File: src/rtl/vend_credit_fsm_if.sv
// Bus bundle between the vending front panel and the credit controller.
// The master side drives coin sensors and purchase/refund requests; the
// slave side (the controller) returns credit, status and coin-return pulses.
interface vend_credit_fsm_if #(
    parameter int CREDIT_W = 8
) ();
    logic                quarters;
    logic                dimes;
    logic                nickles;
    logic                buy;
    logic                refund;
    logic [CREDIT_W-1:0] credit;
    logic                can_buy;
    logic                vending;
    logic                quarter_out;
    logic                dime_out;
    logic                nickel_out;
    logic                coin_reject;
    logic                busy;

    modport master (
        output quarters, dimes, nickles, buy, refund,
        input  credit, can_buy, vending, quarter_out, dime_out,
               nickel_out, coin_reject, busy
    );

    modport slave (
        input  quarters, dimes, nickles, buy, refund,
        output credit, can_buy, vending, quarter_out, dime_out,
               nickel_out, coin_reject, busy
    );
endinterface

File: src/rtl/vend_credit_fsm.sv
// Credit / vend / change controller.
// Coins are edge-detected and summed into a credit register capped at
// MAX_CREDIT. In IDLE a Buy consumes PRICE (repeating while held), and a
// Refund moves to DISPENSE, which pays the balance back one coin per cycle,
// largest coin first, returning to IDLE exactly when credit reaches zero.
module vend_credit_fsm #(
    parameter int PRICE      = 25,
    parameter int MAX_CREDIT = 200,
    parameter int CREDIT_W   = 8
) (
    input  logic               i_clk,
    input  logic               i_rst,
    vend_credit_fsm_if.slave   bus
);

    // One extra bit so credit + incoming coins can exceed the ceiling
    // without wrapping before the overflow test.
    localparam int SUM_W = CREDIT_W + 1;

    localparam logic [SUM_W-1:0] C_PRICE = SUM_W'(PRICE);
    localparam logic [SUM_W-1:0] C_MAX   = SUM_W'(MAX_CREDIT);
    localparam logic [SUM_W-1:0] C_25    = SUM_W'(25);
    localparam logic [SUM_W-1:0] C_10    = SUM_W'(10);
    localparam logic [SUM_W-1:0] C_5     = SUM_W'(5);

    typedef enum logic {
        S_IDLE     = 1'b0,
        S_DISPENSE = 1'b1
    } state_t;

    state_t              r_state;
    state_t              w_state_nxt;

    logic                r_prev_q;
    logic                r_prev_d;
    logic                r_prev_n;

    logic [CREDIT_W-1:0] r_credit;
    logic [CREDIT_W-1:0] w_credit_nxt;
    logic                r_vending;
    logic                w_vending_nxt;
    logic                r_quarter_out;
    logic                w_quarter_nxt;
    logic                r_dime_out;
    logic                w_dime_nxt;
    logic                r_nickel_out;
    logic                w_nickel_nxt;
    logic                r_coin_reject;
    logic                w_reject_nxt;

    logic                w_edge_q;
    logic                w_edge_d;
    logic                w_edge_n;
    logic [SUM_W-1:0]    w_coin_in;
    logic [SUM_W-1:0]    w_credit_ext;
    logic [SUM_W-1:0]    w_vend_amt;
    logic [SUM_W-1:0]    w_sum;

    // Total value of the coin edges seen this cycle (0..40 cents).
    function automatic logic [SUM_W-1:0] coin_value(input logic q, input logic d,
                                                    input logic n);
        logic [SUM_W-1:0] acc;
        acc = '0;
        if (q) acc = acc + C_25;
        if (d) acc = acc + C_10;
        if (n) acc = acc + C_5;
        return acc;
    endfunction

    assign w_edge_q     = bus.quarters & ~r_prev_q;
    assign w_edge_d     = bus.dimes    & ~r_prev_d;
    assign w_edge_n     = bus.nickles  & ~r_prev_n;
    assign w_coin_in    = coin_value(w_edge_q, w_edge_d, w_edge_n);
    assign w_credit_ext = {1'b0, r_credit};

    // Coin sensor history for rising-edge detection; tracks in every state.
    always_ff @(posedge i_clk or posedge i_rst) begin
        if (i_rst) begin
            r_prev_q <= 1'b0;
            r_prev_d <= 1'b0;
            r_prev_n <= 1'b0;
        end else begin
            r_prev_q <= bus.quarters;
            r_prev_d <= bus.dimes;
            r_prev_n <= bus.nickles;
        end
    end

    // State register.
    always_ff @(posedge i_clk or posedge i_rst) begin
        if (i_rst) begin
            r_state <= S_IDLE;
        end else begin
            r_state <= w_state_nxt;
        end
    end

    // Next state, next credit and next pulse outputs.
    always_comb begin
        w_state_nxt   = r_state;
        w_credit_nxt  = r_credit;
        w_vending_nxt = 1'b0;
        w_quarter_nxt = 1'b0;
        w_dime_nxt    = 1'b0;
        w_nickel_nxt  = 1'b0;
        w_reject_nxt  = 1'b0;
        w_vend_amt    = '0;
        w_sum         = '0;
        case (r_state)
            S_IDLE: begin
                if (bus.buy && (w_credit_ext >= C_PRICE)) begin
                    w_vend_amt = C_PRICE;
                end
                w_sum = w_credit_ext - w_vend_amt + w_coin_in;
                // Overflow refuses every coin of this cycle but keeps the sale.
                if (w_sum > C_MAX) begin
                    w_reject_nxt = 1'b1;
                    w_credit_nxt = CREDIT_W'(w_credit_ext - w_vend_amt);
                end else begin
                    w_credit_nxt = CREDIT_W'(w_sum);
                end
                // A sale outranks a refund requested in the same cycle.
                if (w_vend_amt != '0) begin
                    w_vending_nxt = 1'b1;
                end else if (bus.refund && (r_credit != '0)) begin
                    w_state_nxt = S_DISPENSE;
                end
            end
            S_DISPENSE: begin
                w_reject_nxt = (w_coin_in != '0);
                // Credit is always a multiple of 5, so the nickel branch
                // never underflows and the loop ends exactly at zero.
                if (w_credit_ext >= C_25) begin
                    w_quarter_nxt = 1'b1;
                    w_credit_nxt  = CREDIT_W'(w_credit_ext - C_25);
                end else if (w_credit_ext >= C_10) begin
                    w_dime_nxt    = 1'b1;
                    w_credit_nxt  = CREDIT_W'(w_credit_ext - C_10);
                end else begin
                    w_nickel_nxt  = 1'b1;
                    w_credit_nxt  = CREDIT_W'(w_credit_ext - C_5);
                end
                if (w_credit_nxt == '0) begin
                    w_state_nxt = S_IDLE;
                end
            end
            default: begin
                w_state_nxt = S_IDLE;
            end
        endcase
    end

    // Credit register and registered pulse outputs.
    always_ff @(posedge i_clk or posedge i_rst) begin
        if (i_rst) begin
            r_credit      <= '0;
            r_vending     <= 1'b0;
            r_quarter_out <= 1'b0;
            r_dime_out    <= 1'b0;
            r_nickel_out  <= 1'b0;
            r_coin_reject <= 1'b0;
        end else begin
            r_credit      <= w_credit_nxt;
            r_vending     <= w_vending_nxt;
            r_quarter_out <= w_quarter_nxt;
            r_dime_out    <= w_dime_nxt;
            r_nickel_out  <= w_nickel_nxt;
            r_coin_reject <= w_reject_nxt;
        end
    end

    assign bus.credit      = r_credit;
    assign bus.can_buy     = (r_state == S_IDLE) && (r_credit >= CREDIT_W'(PRICE));
    assign bus.vending     = r_vending;
    assign bus.quarter_out = r_quarter_out;
    assign bus.dime_out    = r_dime_out;
    assign bus.nickel_out  = r_nickel_out;
    assign bus.coin_reject = r_coin_reject;
    assign bus.busy        = (r_state == S_DISPENSE);

endmodule

File: src/flat_wrapper.sv
// flat-port wrapper written by rule: the top's interface ports become plain ports
module vend_credit_fsm_flat 
#(
    parameter int PRICE      = 25,
    parameter int MAX_CREDIT = 200,
    parameter int CREDIT_W   = 8
)
  (i_clk, i_rst, bus_quarters, bus_dimes, bus_nickles, bus_buy, bus_refund, bus_credit, bus_can_buy, bus_vending, bus_quarter_out, bus_dime_out, bus_nickel_out, bus_coin_reject, bus_busy);
  vend_credit_fsm_if #(.CREDIT_W(CREDIT_W)) bus_i ();
  input  logic i_clk;
  input  logic i_rst;
  input wire logic [$bits(bus_i.quarters)-1:0] bus_quarters;
  input wire logic [$bits(bus_i.dimes)-1:0] bus_dimes;
  input wire logic [$bits(bus_i.nickles)-1:0] bus_nickles;
  input wire logic [$bits(bus_i.buy)-1:0] bus_buy;
  input wire logic [$bits(bus_i.refund)-1:0] bus_refund;
  output wire logic [$bits(bus_i.credit)-1:0] bus_credit;
  output wire logic [$bits(bus_i.can_buy)-1:0] bus_can_buy;
  output wire logic [$bits(bus_i.vending)-1:0] bus_vending;
  output wire logic [$bits(bus_i.quarter_out)-1:0] bus_quarter_out;
  output wire logic [$bits(bus_i.dime_out)-1:0] bus_dime_out;
  output wire logic [$bits(bus_i.nickel_out)-1:0] bus_nickel_out;
  output wire logic [$bits(bus_i.coin_reject)-1:0] bus_coin_reject;
  output wire logic [$bits(bus_i.busy)-1:0] bus_busy;
  assign bus_i.quarters = bus_quarters;
  assign bus_i.dimes = bus_dimes;
  assign bus_i.nickles = bus_nickles;
  assign bus_i.buy = bus_buy;
  assign bus_i.refund = bus_refund;
  assign bus_credit = bus_i.credit;
  assign bus_can_buy = bus_i.can_buy;
  assign bus_vending = bus_i.vending;
  assign bus_quarter_out = bus_i.quarter_out;
  assign bus_dime_out = bus_i.dime_out;
  assign bus_nickel_out = bus_i.nickel_out;
  assign bus_coin_reject = bus_i.coin_reject;
  assign bus_busy = bus_i.busy;
  vend_credit_fsm #(.PRICE(PRICE), .MAX_CREDIT(MAX_CREDIT), .CREDIT_W(CREDIT_W)) u_core (.i_clk(i_clk), .i_rst(i_rst), .bus(bus_i));
endmodule
File: config.mk
export PLATFORM = sky130hd
export DESIGN_NAME = vend_credit_fsm_flat
export DESIGN_NICKNAME = d
export VERILOG_FILES = /design/src/rtl/vend_credit_fsm_if.sv /design/src/rtl/vend_credit_fsm.sv /design/src/flat_wrapper.sv
export SDC_FILE = /design/constraint.sdc
export NUM_CORES = 1
export LEC_CHECK = 0
export CAP_MARGIN = 0
export CORE_ASPECT_RATIO = 2
export CORE_MARGIN = 2
export CORE_UTILIZATION = 34
export CTS_CLUSTER_SIZE = 25
export DETAILED_ROUTE_END_ITERATION = 10
export PLACE_DENSITY = 0.51
export SLEW_MARGIN = 5
export SYNTH_ARGS = -nofsm -noshare
export SYNTH_HDL_FRONTEND = slang
export SYNTH_SLANG_ARGS = --single-unit
File: constraint.sdc
create_clock -name i_clk -period 4.4 [get_ports i_clk]
set_clock_uncertainty 0.05 [all_clocks]
set_input_delay 0.66 -clock i_clk [delete_from_list [all_inputs] [get_ports i_clk]]
set_output_delay 0.66 -clock i_clk [all_outputs]
set_load 0.05 [all_outputs]
# == Word-level counts from Yosys, hierarchy flattened ==
# Cells that the tools add are included.
# Widths: inputs -> output; s select.
# word_totals
reg_bits,17
inputBits,7
elab_cells,61
output_inout_bits,15
# classes
bitwise,7
addsub,7
n_reduce_logical,7
n_mux,26
order_cmp,4
# ops
operator,count
$mux 8,4
$mux 9,3
$reduce_bool 9->1,2
$ge 8x5->1 const B,2
$pmux 8 s2,1
$mux 1,14
$mux 5,2
$add 9x3->9 const B,1
$add 9x9->9,1
$gt 9x8->1 const B,1
$sub 8x9->9,1
$ge 8x4->1 const B,1
$logic_not 8->1,1
$reduce_bool 8->1,1
$sub 8x3->8 const B,1
$sub 8x4->8 const B,1
$sub 8x5->8 const B,1
$add 5x4->6 const B,1
$not 1->1,4
$pmux 1 s2,2
$and 1x1->1,3
$logic_and 1x1->1,3

# == Logic depth before layout (Yosys ltp) ==
# depth
word_depth,11
depth_mapped,21
ltp_nobuf,19

# == Worst setup path after synthesis ==
# No wires, ideal clock.
# synth_timing
path_kind,register to register
start,register u_core.r_credit[0] (netlist: u_core.bus.credit[0])
end,register u_core.r_credit[0] (netlist: u_core.bus.credit[0])
required_ns,4.224
stages_incl_launch_ff,21
synth_period_minus_slack_ns,5.226
path_slack_ns,-0.826
arrival_ns,5.050
setup_ns,0.126
n_path_buf,2
cell_sequence,dfrtp_1 buf_2 inv_1 ha_1 nor3b_2 o21ai_0 nand2_1 ha_1 and3b_1 a21oi_1 o21ai_0 nor2_1 xor2_1 ha_1 a211o_1 a221oi_1 nor4bb_1 o32ai_2 buf_6 nor4_2 a311o_1
# synth_between
elab_chain_len,9
elab_cells_between_ends,16
classes_between,add/sub: 5; order compare: 3; mux: 7; reduce/logical: 1
# synth_rtl
element,line,rtl
from (decl),vend_credit_fsm.sv:38,logic [CREDIT_W-1:0] r_credit;
from (signal assigned),vend_credit_fsm.sv:163,r_credit <= w_credit_nxt;
$ge 8x5->1,"vend_credit_fsm.sv:111, vend_credit_fsm.sv:133",
$logic_and 1x1->1,vend_credit_fsm.sv:111,if (bus.buy && (w_credit_ext >= C_PRICE)) begin
$mux 5,vend_credit_fsm.sv:111,
$mux 9,vend_credit_fsm.sv:109,case (r_state)
$sub 8x9->9,vend_credit_fsm.sv:114,w_sum = w_credit_ext - w_vend_amt + w_coin_in;
$add 9x9->9,vend_credit_fsm.sv:114,
$gt 9x8->1,vend_credit_fsm.sv:116,if (w_sum > C_MAX) begin
$mux 8,vend_credit_fsm.sv:116,
$pmux 8 s2 *,vend_credit_fsm.sv:109,
via u_core.w_credit_nxt[0],vend_credit_fsm.sv:39,logic [CREDIT_W-1:0] w_credit_nxt;
# Mark *: on every way through the listed nets, which the timed path passes. The rest lies on a longest branch. The select of a mux whose other input is x is not followed.

# == Worst setup path after layout ==
# Ends and elaborated chain as after synthesis.

==> results.md <==
- Clock Pin Slew Worst Setup and Hold Paths: 0.07 ns
- Max-slew violations: 0
- Fmax: 0.237 GHz
- Post-synthesis sequential area ratio: 0.228
- Via total after detailed routing: between 1,500 and 2,000
- Hold_ws: 0.751 ns
- DRT antenna net count: 0
- Layout cell share with drive strength beyond 1: 0.315
- Critical Path RT: 4.50 ns
- Final WL: 5.50 mm
- DR DRC count: 0
- Synth Net Count: 251
- Worst EP arrival: 4.32 ns
- Io pins: 22
- Vias per inst: between 5 and 6
- Drt first pass iters: 4
- Main synth FF type: dfrtp_1
- Worst relative slew slack: 0.534
- Max-cap violation count: 0
- Status: finished clean
- Hold bufs inserted after CTS: 0
- Total number of yosys warnings: 0
- Worst skew pair latency: 0.26 ns
- CTS tree: built
- Fin nets: 320
- Period utilization: 0.959
- Fin area: 2710 um2
- RSZ-0062 raised after global routing: yes
- Path depth of the worst reg2reg path: 18
- Worst-Margin Slew: 0.699 ns
- Initial DRC Count: 64
- Setup TNS: 0 ns
- Hold Vio Cnt, Final: 0
- Clock Sinks: 17
- Startpoint Class: flip-flop
- # diodes: 0
- Placer's final routability congestion estimate: 0.802
- Worst reg2reg path endpoint: u_core.bus.credit[0]
- Largest net degree at the start of global routing: 20
- Global-route wire length before repair: roughly 8.7 mm
- Initial Util: 0.347
- CP endpoint kind: flip-flop
- Vias in the first global route: 1,926
- # rows: 38
- Yosys cell types: 57
- CTS max path bufs: 2
- Kind of critical path: reg -> reg
- Placed inst area: between 2000 and 3000 um2
- GRT overflow: 0
- Die area: slightly above 6000 um2
- Core area: around 5400 um2
- Final core occ: 0.504
- Flop2flop setup slack: 0.18 ns
- Gr usage total: 0.184
- Setup Viol. Count Final: 0
- Synthesis-to-layout area growth: 45.3%
- Routed WL per cell: 15.8 um
- # port buffers: 21
- CP max FO: 5
- Post-synth ARST share: 1.00
- CTS H-tree lvls: 1
- Hpwl dp: 4.46 mm
- CTS root buf: clkbuf_8
- FF+latch count, synth: 17
- Final Critical Period: 4.22 ns
- Reg-to-Reg Start: u_core.bus.credit[0]
- Initial antenna violation count: 0
- Synthesized area: 1870 um2
- Avg Cell Area, Syn: 8.44 um2
- Worst hold path class: in -> async
- CTS Buf Count: 3
- Die H: 109 um
- Die width: 56.4 um
- EDFF count, synth: 0
- Mapped Cells: approximately 220
==> worst max-delay path by stage <==
| stage | from | end | slack, ns | cells after the start |
|---|---|---|---|---|
| floorplan | u_core.bus.credit[0] | u_core.bus.credit[0] | 0.009 | 21 |
| global placement | bus_buy | u_core.bus.credit[0] | -0.28 | 18 |
| detailed placement | bus_buy | u_core.bus.credit[0] | -0.34 | 18 |
| CTS | u_core.bus.credit[0] | u_core.bus.credit[0] | 0.005 | 19 |
| global route | u_core.bus.credit[0] | u_core.bus.credit[4] | -0.03 | 20 |
| finish | u_core.bus.credit[0] | u_core.bus.credit[0] | 0.18 | 18 |
==> through the flow <==
stage | setup slack [ns] | instances
after detailed placement | -0.340 | 338
after global placement | -0.280 | 338
after global routing | -0.0331 | 349
after CTS | 0.00538 | 343
after floorplan | 0.00909 | 221
final | 0.179 | 349
==> worst max-delay path: stages, from the launching register on <==
cell and delay, ns:
dfrtp_2 0.40, inv_2 0.06, ha_4 0.16, nor3b_4 0.15, o21ai_2 0.21, nand2_4 0.10, buf_4 0.14, buf_4 0.15
xnor2_1 0.13, ha_1 0.24, fa_1 0.45, xor2_1 0.20, or3_1 0.37, a221oi_4 0.31, nor4bb_4 0.09, o32ai_2 0.25
buf_4 0.18, o221ai_1 0.12, a311o_1 0.34
==> metal layers <==
metal  track usage  part of all wire
met3        0.0154             0.014
met5             0                 0
met4        0.0918             0.025
met1         0.173              0.37
met2         0.379              0.59
==> synth_stat cells (5+ instances only) <==
cell	instances	area, um2
inv_1	11	41.3
dfrtp_1	17	425
o21ai_1	6	30.0
mux2i_1	7	70.1
nand3_1	6	30.0
o21ai_0	10	50.1
nand2_1	21	78.8
ha_1	22	275
a21oi_1	11	55.1
nor2_1	19	71.3
xor2_1	8	70.1
xnor2_1	9	78.8
buf_2	5	25.0
==> final cells by class <==
class	instances	area, um2
Sequential cell	17	428
Timing Repair Buffer	75	622
Clock inverter	1	7.51
Fill cell	538	2660
Clock buffer	3	41.3
Inverter	12	45.0
Multi-Input combinational cell	181	1490
Tap cell	60	75.1
==> logic make-up (layout without fill, tap and decap cells) <==
kind of cell | Yosys count | after routing | share of synthesized area
buf+inv | 23 | 91 | 0.0577
xor+xnor | 17 | 17 | 0.0798
simple gates | 69 | 69 | 0.186
mux | 7 | 7 | 0.0376
compound gates | 65 | 65 | 0.252
fa+ha+maj | 23 | 23 | 0.158
flops | 17 | 17 | 0.228
==> flip-flops by register name (all words and copies together), names as in the netlist <==
name / flops
u_core.bus.busy: 1
u_core.bus.coin_reject: 1
u_core.bus.credit: 8
u_core.bus.dime_out: 1
u_core.bus.nickel_out: 1
u_core.bus.quarter_out: 1
u_core.bus.vending: 1
u_core.r_prev_d: 1
u_core.r_prev_n: 1
u_core.r_prev_q: 1
==> layout by cell type (no fill, tap or decap), types with 2 or more instances in the layout <==
master | netlist | layout
clkbuf_8 | 0 | 3
a31oi_1 | 3 | 3
dfrtp_2 | 0 | 2
or2_2 | 2 | 2
buf_4 | 2 | 53
mux2i_1 | 7 | 6
dfrtp_1 | 17 | 15
o21ai_0 | 10 | 6
o21a_1 | 3 | 3
nor2b_1 | 2 | 2
o221ai_1 | 3 | 3
nor2_1 | 19 | 19
xor2_1 | 8 | 7
xnor2_1 | 9 | 9
ha_4 | 0 | 4
a21oi_1 | 11 | 9
o211ai_1 | 2 | 2
o21ai_2 | 0 | 2
o21ai_1 | 6 | 8
clkdlybuf4s50_1 | 0 | 20
ha_1 | 22 | 16
nand2b_1 | 3 | 3
a21oi_2 | 0 | 2
nand3_1 | 6 | 6
and2_1 | 2 | 2
a211oi_2 | 0 | 3
a21o_1 | 3 | 3
inv_1 | 11 | 9
or3_1 | 3 | 2
nand2_4 | 0 | 2
inv_2 | 0 | 2
nand2_1 | 21 | 19
nor3_1 | 2 | 2
ha_2 | 0 | 2
o21bai_1 | 3 | 3
==> repair_timing <==
| action | 4_1_cts | 5_1_grt |
|---|---|---|
| buffers inserted | 1 | 6 |
| endpoints found under the setup margin | 4 | 8 |
| gates resized for setup | 0 | 19 |
| pin swaps | 1 | 18 |
Power is left out: the tool's default activity adds up to more than one toggle a clock period on the data nets, which glitch-free logic cannot reach.
